[src/rtl/header_field_extractor.sv]
// Passive stream tap: extracts one big-endian header field at a fixed byte offset per packet
// and counts packets that end before the field completes. Optional VLAN skip via HDR_VLAN_SKIP_EN.
module header_field_extractor #(
    parameter int FIELD_SIZE   = 16,
    parameter int FIELD_OFFSET = 18,
    parameter int CNT_WIDTH    = 16
) (
    input  logic                  sys_clk,
    input  logic                  reset_n,
    input  logic                  st_valid,
    input  logic                  st_sop,
    input  logic                  st_eop,
    input  logic [31:0]           st_data,
    input  logic [1:0]            st_empty,
    output logic                  valid,
    output logic [FIELD_SIZE-1:0] field,
    output logic [CNT_WIDTH-1:0]  short_count
);

    localparam int FB = FIELD_SIZE / 8;
`ifdef HDR_VLAN_SKIP_EN
    localparam int LIMIT = FIELD_OFFSET + FB + 4;
`else
    localparam int LIMIT = FIELD_OFFSET + FB;
`endif
    localparam int BW = $clog2(LIMIT + 8) + 1;

    typedef enum logic [1:0] {
        S_IDLE,
        S_COLLECT,
        S_DRAIN
    } state_t;

    state_t                r_state;
    logic [BW-1:0]         r_base;
    logic [FIELD_SIZE-1:0] r_shift;
    logic [FIELD_SIZE-1:0] r_field;
    logic                  r_valid;
    logic [CNT_WIDTH-1:0]  r_short;

    state_t                w_next_state;
    logic [BW-1:0]         w_next_base;
    logic [FIELD_SIZE-1:0] w_shift;
    logic [FIELD_SIZE+7:0] w_cat;
    logic                  w_active;
    logic                  w_done;
    logic [1:0]            w_inc;
    logic [CNT_WIDTH:0]    w_sum;
    int                    w_base_i;
    int                    w_nbytes;
    int                    w_idx;
    int                    w_eff_off;
`ifdef HDR_VLAN_SKIP_EN
    logic [15:0]           r_tpid;
    logic [15:0]           w_tpid;
`endif

    // NOTE: every signal written here gets a default first, so no path leaves one unassigned (no latches).
    always_comb begin
        w_next_state = r_state;
        w_next_base  = r_base;
        w_shift      = r_shift;
        w_cat        = '0;
        w_active     = 1'b0;
        w_done       = 1'b0;
        w_inc        = 2'd0;
        w_base_i     = int'(r_base);
        w_nbytes     = 4;
        w_idx        = 0;
        w_eff_off    = FIELD_OFFSET;
`ifdef HDR_VLAN_SKIP_EN
        w_tpid       = r_tpid;
`endif

        if (st_valid) begin
            if (st_sop) begin
                // A sop while still collecting means the previous packet lost its eop before the field.
                if (r_state == S_COLLECT) w_inc = 2'd1;
                w_active = 1'b1;
                w_base_i = 0;
                w_shift  = '0;
`ifdef HDR_VLAN_SKIP_EN
                w_tpid   = '0;
`endif
            end else if (r_state == S_COLLECT) begin
                w_active = 1'b1;
            end else if (r_state == S_DRAIN && st_eop) begin
                w_next_state = S_IDLE;
                w_next_base  = '0;
            end
        end

        if (w_active) begin
            w_nbytes = st_eop ? 4 - int'(st_empty) : 4;
`ifdef HDR_VLAN_SKIP_EN
            // Bytes 12-13 sit in lanes 0-1 of an aligned beat, so the decision is ready for byte 14 onward.
            if (w_base_i == 12 && w_nbytes >= 2) w_tpid = st_data[31:16];
            if (w_tpid == 16'h8100) w_eff_off = FIELD_OFFSET + 4;
`endif
            for (int k = 0; k < 4; k++) begin
                w_idx = w_base_i + k;
                if (k < w_nbytes && w_idx >= w_eff_off && w_idx < w_eff_off + FB) begin
                    w_cat   = {w_shift, st_data[31-8*k -: 8]};
                    w_shift = w_cat[FIELD_SIZE-1:0];
                end
            end

            if (w_base_i + w_nbytes - 1 >= w_eff_off + FB - 1) begin
                w_done       = 1'b1;
                w_next_state = st_eop ? S_IDLE : S_DRAIN;
                w_next_base  = '0;
            end else if (st_eop) begin
                w_inc        = w_inc + 2'd1;
                w_next_state = S_IDLE;
                w_next_base  = '0;
            end else begin
                w_next_state = S_COLLECT;
                w_next_base  = (w_base_i + 4 <= LIMIT) ? BW'(w_base_i + 4) : BW'(w_base_i);
            end
        end

        w_sum = {1'b0, r_short} + (CNT_WIDTH+1)'(w_inc);
    end

    // NOTE: sequential state uses non-blocking assignments only, so every register samples pre-edge values.
    always_ff @(posedge sys_clk or negedge reset_n) begin
        if (!reset_n) begin
            r_state <= S_IDLE;
            r_base  <= '0;
            r_shift <= '0;
            r_field <= '0;
            r_valid <= 1'b0;
            r_short <= '0;
`ifdef HDR_VLAN_SKIP_EN
            r_tpid  <= '0;
`endif
        end else begin
            r_state <= w_next_state;
            r_base  <= w_next_base;
            r_shift <= w_shift;
            r_valid <= w_done;
            if (w_done) r_field <= w_shift;
            r_short <= w_sum[CNT_WIDTH] ? '1 : w_sum[CNT_WIDTH-1:0];
`ifdef HDR_VLAN_SKIP_EN
            r_tpid  <= w_tpid;
`endif
        end
    end

    assign valid       = r_valid;
    assign field       = r_field;
    assign short_count = r_short;

endmodule

[config.mk]
export PLATFORM = sky130hd
export DESIGN_NAME = header_field_extractor
export DESIGN_NICKNAME = d
export VERILOG_FILES = /design/src/rtl/header_field_extractor.sv
export SDC_FILE = /design/constraint.sdc
export NUM_CORES = 1
export LEC_CHECK = 0
export BUFFER_PORTS_ARGS = -buffer_cell sky130_fd_sc_hd__buf_2
export CELL_PAD_IN_SITES_DETAIL_PLACEMENT = 1
export CELL_PAD_IN_SITES_GLOBAL_PLACEMENT = 2
export CORE_MARGIN = 2
export CORE_UTILIZATION = 31
export CTS_CLUSTER_SIZE = 30
export DETAILED_ROUTE_END_ITERATION = 8
export GPL_ROUTABILITY_DRIVEN = 1
export HOLD_SLACK_MARGIN = 0.05
export MAX_ROUTING_LAYER = met4
export PLACE_DENSITY = 0.76
export SYNTH_ARGS = -nofsm -noshare
export SYNTH_HDL_FRONTEND = slang
export SYNTH_SLANG_ARGS = --single-unit
[constraint.sdc]
create_clock -name sys_clk -period 4.6 [get_ports sys_clk]
set_input_delay 0.92 -clock sys_clk [delete_from_list [all_inputs] [get_ports sys_clk]]
set_output_delay 0.92 -clock sys_clk [all_outputs]
set_load 0.02 [all_outputs]
==> metrics.yaml, run 1 <==
crit_arrival_ns: 4.65
max_freq_ghz: 0.228
tightest_slew_ns: 0.639
path_clk_slew_ns: 0.05
hold_path.class: "input pin to async pin"
cts_hold_buf: 0
synth_area_sq_mm: 0.00419
met3_length_um: 573
initial_core_util: 0.317
route.detailed.drc: 0
die_w_um: 120
clock-sinks: 57
drive_gt1_frac: 0.298
outcome: "finished clean"
fin_ws_ns: 0.210
final_area_sq_mm: 0.00559
synth_top_family_by_area: "simple AND/OR/NAND/NOR gates"
cts_tree: "done"
synth_edf_count: 0
drtAntennaViolNets: 0
io_pins: 72
core.rowCount: 42
grt_pass1_wl_mm: 22.1
synth_compound_area_frac: 0.189
p_leak_nw: 2.68
cts_made_buffers: 9
drt-total-wl_mm: 13.4
antenna_found_initial: 0
placed_area_sq_mm: 0.00512
finalSetupViolCount: 0
cts_buffer_depth: 2
cp_slowest_cell: "or3_4"
wl_met1_mm: 6.36
met2_length_mm: 6.32
die_y_um: 120
ir_drop_uv: 212
cts_root_buffer: "clkbuf_16"
maxSlewViolCount: 0
ys_seq_elements: 57
core-area_sq_mm: 0.0132
finalHoldViolCount: 0
grt-ovfl-total: 0
htreeDepth: 3
die-area_sq_mm: 0.0145
worst_clock_skew_ns: 0.00411
synth_seq_area_share: 0.340
insertedDiodeCount: 0
synth_xor_area_frac: 0.0313
pre_cts_ws_ns: -0.281
first_pass_iters: 4
syn_nets: 562
synthMuxAreaShare: 0.0734
fin_crit_sh: 0.954
port_buffers: 71
clk_latency_ns: 0.32
layout.nets: 674
crit_type: "input pin to flip-flop"
maxSlewHeadroom: 0.573
grt_usage: 0.197
highest_layer: "met4"
syn2layout_area_growth_pct: 33.4
synth_flop_cell: "dfrtp_1"
synthArstFlopShare: 1.00
required_ns: 4.86
synth_cell_types: 62
grt_max_degree: 47
synthAdderAreaFrac: 0.0931
powerDensity_mw_per_mm2: 364
synth_area_per_cell_sq_um: 8.51
critPathMaxStageDelay_ns: 0.45
drt-initial-drc-count: 241
routedWlPerCell_um: 17.1
worst_setup_path_start_kind: "input pin"
gp_congestion: 0.873
num_vias: 3996
hold_slack_ns: 0.472
min_period_ns: 4.39
viasPerCell: 5.08
first_global_vias: 4228
cap_violations: 0
yosys.area_share.simple: 0.211
hpwl_mm: 10.1
ys_warn_count: 0
cp_max_fo: 7
postSynthCellCount: 493
end_kind: "flip-flop"
cells in the mapped netlist (7+ instances only):
cell,n,area share
nand2_1,97,0.087
dfrtp_1,57,0.34
inv_1,40,0.036
o21ai_1,35,0.042
ha_1,28,0.084
mux2i_1,27,0.064
nor2_1,25,0.022
nand3_1,23,0.027
o21ai_0,17,0.020
clkbuf_1,10,0.0090
nor2b_1,10,0.015
o211ai_1,9,0.016
xor2_1,9,0.019
o2bb2ai_1,8,0.017
o221ai_1,7,0.015
repair_timing:
action / CTS / global route
setup endpoints to repair: 0 / 16
resized for setup: 0 / 24
setup buffers: 0 / 4
kinds of logic after synthesis:
group,count (synthesis)
AND/OR/NAND/NOR,188
AO/OA/AOI/OAI,112
buffers and inverters,61
flip-flops,57
multiplexers,30
adder cells (fa/ha/maj),30
XOR/XNOR,15
per-stage QoR:
step	TNS, ns	total power [mW]	cells	utilization
5_1_grt	-0.0351	2.15	786	0.422
4_1_cts	0	2.04	781	0.415
3_5_place_dp	-3.77	1.21	765	0.387
2_1_floorplan	-0.781	0.984	493	-
6_report	0	2.03	786	0.422
3_3_place_gp	-1.49	1.18	765	0.387
sequential cells by signal (all words and copies together) (netlist names):
| name | cells |
|---|---|
| short_count | 16 |
| r_shift | 16 |
| field | 16 |
| valid | 1 |
| r_state | 2 |
| r_base | 6 |
cells in the final DEF, fill, tap and decap left out, types with 5 or more instances in the layout:
cell,instances
nand3_1,23
nor2b_1,8
o2bb2ai_1,8
o221ai_1,7
inv_1,34
nor2_1,23
mux2i_1,27
clkbuf_16,9
xor2_1,9
dfrtp_1,57
buf_4,49
inv_2,5
o211ai_1,9
o21ai_1,33
xnor2_1,6
ha_1,22
buf_2,67
a31oi_1,5
o21ai_0,15
ha_4,5
nand2b_1,5
nand2_1,95
report_power, final:
| part | leakage (nW) | internal, mW | switching (mW) |
|---|---|---|---|
| Clock | 0.180 | 0.584 | 0.238 |
| Sequential | 0.775 | 0.593 | 0.0676 |
| Combinational | 1.73 | 0.220 | 0.331 |
| Total | 2.68 | 1.40 | 0.637 |
worst paths after layout:
check	start	end	slack (ns)	cells past startpoint
max in group asynchronous	reset_n	short_count[1]$_DFF_PN0_	3.23	2
hold reg to reg	field[1]$_DFFE_PN0P_	field[1]$_DFFE_PN0P_	0.48	2
setup / recovery	st_empty[1]	short_count[0]$_DFF_PN0_	0.21	25
setup reg to reg	r_base[0]$_DFFE_PN0P_	short_count[0]$_DFF_PN0_	0.41	22
min in group sys_clk	field[1]$_DFFE_PN0P_	field[1]$_DFFE_PN0P_	0.48	2
hold / removal	reset_n	r_shift[5]$_DFF_PN0_	0.47	1
layer usage:
metal	vias up	track usage
li1	1947	-
met1	1943	0.266
met2	88	0.313
met3	18	0.0358
met4	0	0.0407
met5	-	-
worst max-delay path: cells and delay by family:
family / cells / cell delay (ns)
AOI/OAI and AO/OA: 3 / 0.54
adders and majority gates: 6 / 1.24
buffers and inverters: 4 / 0.21
muxes: 1 / 0.09
and+or+nand+nor: 11 / 1.65
final cells by class:
cell class                 count  area, sq um
fill                        1616         7650
multi-input combinational    376         2670
sequential                    57         1430
timing repair buffer         120          748
clock buffer                   9          225
tap                          176          220
inverter                      41          161
clock inverter                 7          143
Note: power is estimated with default switching activity, not from simulation.
==> run 2, diff against run 1 <==
- ABC_CLOCK_PERIOD_IN_PS: default -> 4600
- BUFFER_PORTS_ARGS: -buffer_cell sky130_fd_sc_hd__buf_2 -> default
- CORE_UTILIZATION: 31 -> 35
- DONT_BUFFER_PORTS: default -> 1
- PLACE_DENSITY: 0.76 -> 0.75
==> run 2 against run 1 <==
Net effect: clock power shrank 19%; total power is 13% lower; global-route usage grew 0.86 points; via count shrank 9.6%; largest cell class unchanged; first-iteration DRC count down 29%; wire length down 7.4%; hold slack lost 0.19 ns; maximum frequency about the same; critical path type unchanged; sequential power is 13% higher.
==> metrics.yaml, run 2 (synthesis results as in run 1) <==
cts_root_buffer: "clkbuf_16"  # unchanged
required_ns: 4.86  # about the same
switchingPower_mw: 0.588  # was 0.637 mW
fin_crit_sh: 0.954  # about the same
first_pass_iters: 4  # unchanged
die_y_um: 113  # was 120 um
fin_ws_ns: 0.211  # was 0.210 ns
final_cell_mix: "nand2_1, dfrtp_1, inv_1, o21ai_1, buf_4"  # was nand2_1, buf_2, dfrtp_1, buf_4, inv_1
viasPerCell: 5.42  # was 5.08
grt_usage: 0.206  # was 0.197
first_global_vias: 3847  # was 4228
cp_slowest_cell: "or3_4"  # unchanged
end_kind: "flip-flop"  # unchanged
fin_cells: 667  # was 786
met3_usage: 0.0446  # was 0.0358
port_buffers: 0  # was 71
io_pins: 72  # unchanged
use_met1: 0.236  # was 0.266
place_inst: 648  # was 765
p_seq_frac: 0.425  # was 0.325
p_int_mw: 1.18  # was 1.40 mW
clock-sinks: 57  # unchanged
cts_buffer_depth: 2  # unchanged
busiest_layer: "met2"  # unchanged
hold_path.class: "input pin to async pin"  # unchanged
insertedDiodeCount: 0  # unchanged
core-area_sq_mm: 0.0116  # was 0.0132 sq mm
clk_latency_ns: 0.33  # was 0.32 ns
ir_drop_uv: 147  # was 212 uV
crit_chain: "inv_1, ha_4, nand2_2, ha_4, inv_2, ha_4, a21o_1, a21oi_2, nor2_1, nor3_1, ha_1, nand2b_1, nand4bb_1, o21ai_2, mux2i_1, nor2_1, ha_2, inv_2, fa_2, nand2b_4, nor2_4, nand2_2, or3_4, o21ai_1"
worst_setup_path_start_kind: "input pin"  # unchanged
switching_share: 0.333  # was 0.313
drt-total-wl_mm: 12.4  # was 13.4 mm
initial_core_util: 0.363  # was 0.317
htreeDepth: 3  # unchanged
drive_gt1_frac: 0.174  # was 0.298
comb_power_share: 0.196  # was 0.271
path_clk_slew_ns: 0.05  # about the same
routedWlPerCell_um: 18.6  # was 17.1 um
clockPowerShare: 0.379  # was 0.405
rsz0062_at_grt: "true"
utilization: 0.430  # was 0.422
outcome: "finished clean"  # unchanged
cp_max_fo: 7  # unchanged
crit_type: "input pin to flip-flop"  # unchanged
maxSlewHeadroom: 0.511  # was 0.573
syn2layout_area_growth_pct: 18.5  # was 33.4%
finalHoldViolCount: 0  # unchanged
powerDensity_mw_per_mm2: 355  # was 364 mW/mm^2
crit_arrival_ns: 4.65  # about the same
layout.nets: 588  # was 674
cts_hold_buf: 0  # unchanged
final_common_cell: "nand2_1"  # unchanged
grt_max_degree: 58  # was 47
crit_top_cell: "ha_4"
pre_cts_ws_ns: -0.217  # was -0.281 ns
drtAntennaViolNets: 0  # unchanged
p_leak_nw: 2.24  # was 2.68 nW
startpoint: "st_empty[0]"  # was st_empty[1]
antenna_found_initial: 0  # unchanged
setup_tns_ns: 0  # unchanged
max_freq_ghz: 0.228  # about the same
hpwl_mm: 9.43  # was 10.1 mm
die_w_um: 113  # was 120 um
num_vias: 3612  # was 3996
tightest_slew_ns: 0.734  # was 0.639 ns
worst_clock_skew_ns: 0.00537  # was 0.00411 ns
core.rowCount: 39  # was 42
grt-ovfl-total: 0  # unchanged
cts_tree: "done"  # unchanged
critPathMaxStageDelay_ns: 0.47  # was 0.45 ns
drt-initial-drc-count: 172  # was 241
die-area_sq_mm: 0.0129  # was 0.0145 sq mm
min_period_ns: 4.39  # about the same
grt_pass1_wl_mm: 20.1  # was 22.1 mm
gp_congestion: 0.821  # was 0.873
route.detailed.drc: 0  # unchanged
use_met2: 0.362  # was 0.313
finalSetupViolCount: 0  # unchanged
cap_violations: 0  # unchanged
cts_made_buffers: 9  # unchanged
worstReg2RegStart: "r_base[0]$_DFFE_PN0P_"  # unchanged
maxSlewViolCount: 0  # unchanged
run 2: routing by layer:
layer | vias to the layer above | part of all wire
met4 | 0 | 0.019
met2 | 61 | 0.52
li1 | 1768 | -
met3 | 15 | 0.040
met1 | 1768 | 0.42
met5 | - | 0
run 2: layout make-up:
class	instances	area [sq um]
Clock buffer	11	243
Multi-Input combinational cell	376	2650
Sequential cell	57	1430
Fill cell	1351	6600
Clock inverter	5	55.1
Inverter	41	159
Tap cell	143	179
Timing Repair Buffer	34	255
run 2: worst paths after layout:
check	cells past startpoint	slack, ns	end
worst max-delay path	24	0.21	short_count[2]$_DFF_PN0_
worst min-delay path	0	0.28	r_shift[0]$_DFF_PN0_
worst max register to register	21	0.34	short_count[2]$_DFF_PN0_
worst min register to register	2	0.49	r_state[0]$_DFFE_PN0P_
max in group asynchronous	0	4.23	r_base[3]$_DFFE_PN0P_
min in group sys_clk	2	0.49	r_state[0]$_DFFE_PN0P_
run 2: what timing repair did:
| action | 4_1_cts | 5_1_grt |
|---|---|---|
| resized for setup | 0 | 8 |
| setup buffers | 0 | 2 |
| endpoints found under the setup margin | 0 | 15 |
run 2: stage by stage:
stage	hold WS, ns	power (mW)	area [sq um]
2_1_floorplan	0.452	0.984	4330
3_3_place_gp	0.467	1.08	4630
3_5_place_dp	0.484	1.10	4630
4_1_cts	0.273	1.78	4930
5_1_grt	0.268	1.87	4970
6_report	0.279	1.76	4970
run 2: worst max-delay path, delay by kind of cell:
kind,cells,cell delay (ns)
fa+ha+maj,6,1.38
compound gates,4,0.68
simple gates,10,1.46
buf+inv,3,0.12
mux,1,0.09
run 2: power groups by stage:
stage / Sequential [mW] / Clock [mW] / Combinational (mW)
floorplan: 0.727 / 0 / 0.257
global placement: 0.756 / 0 / 0.328
detailed placement: 0.759 / 0 / 0.345
CTS: 0.751 / 0.684 / 0.347
global route: 0.762 / 0.706 / 0.399
finish: 0.749 / 0.668 / 0.346
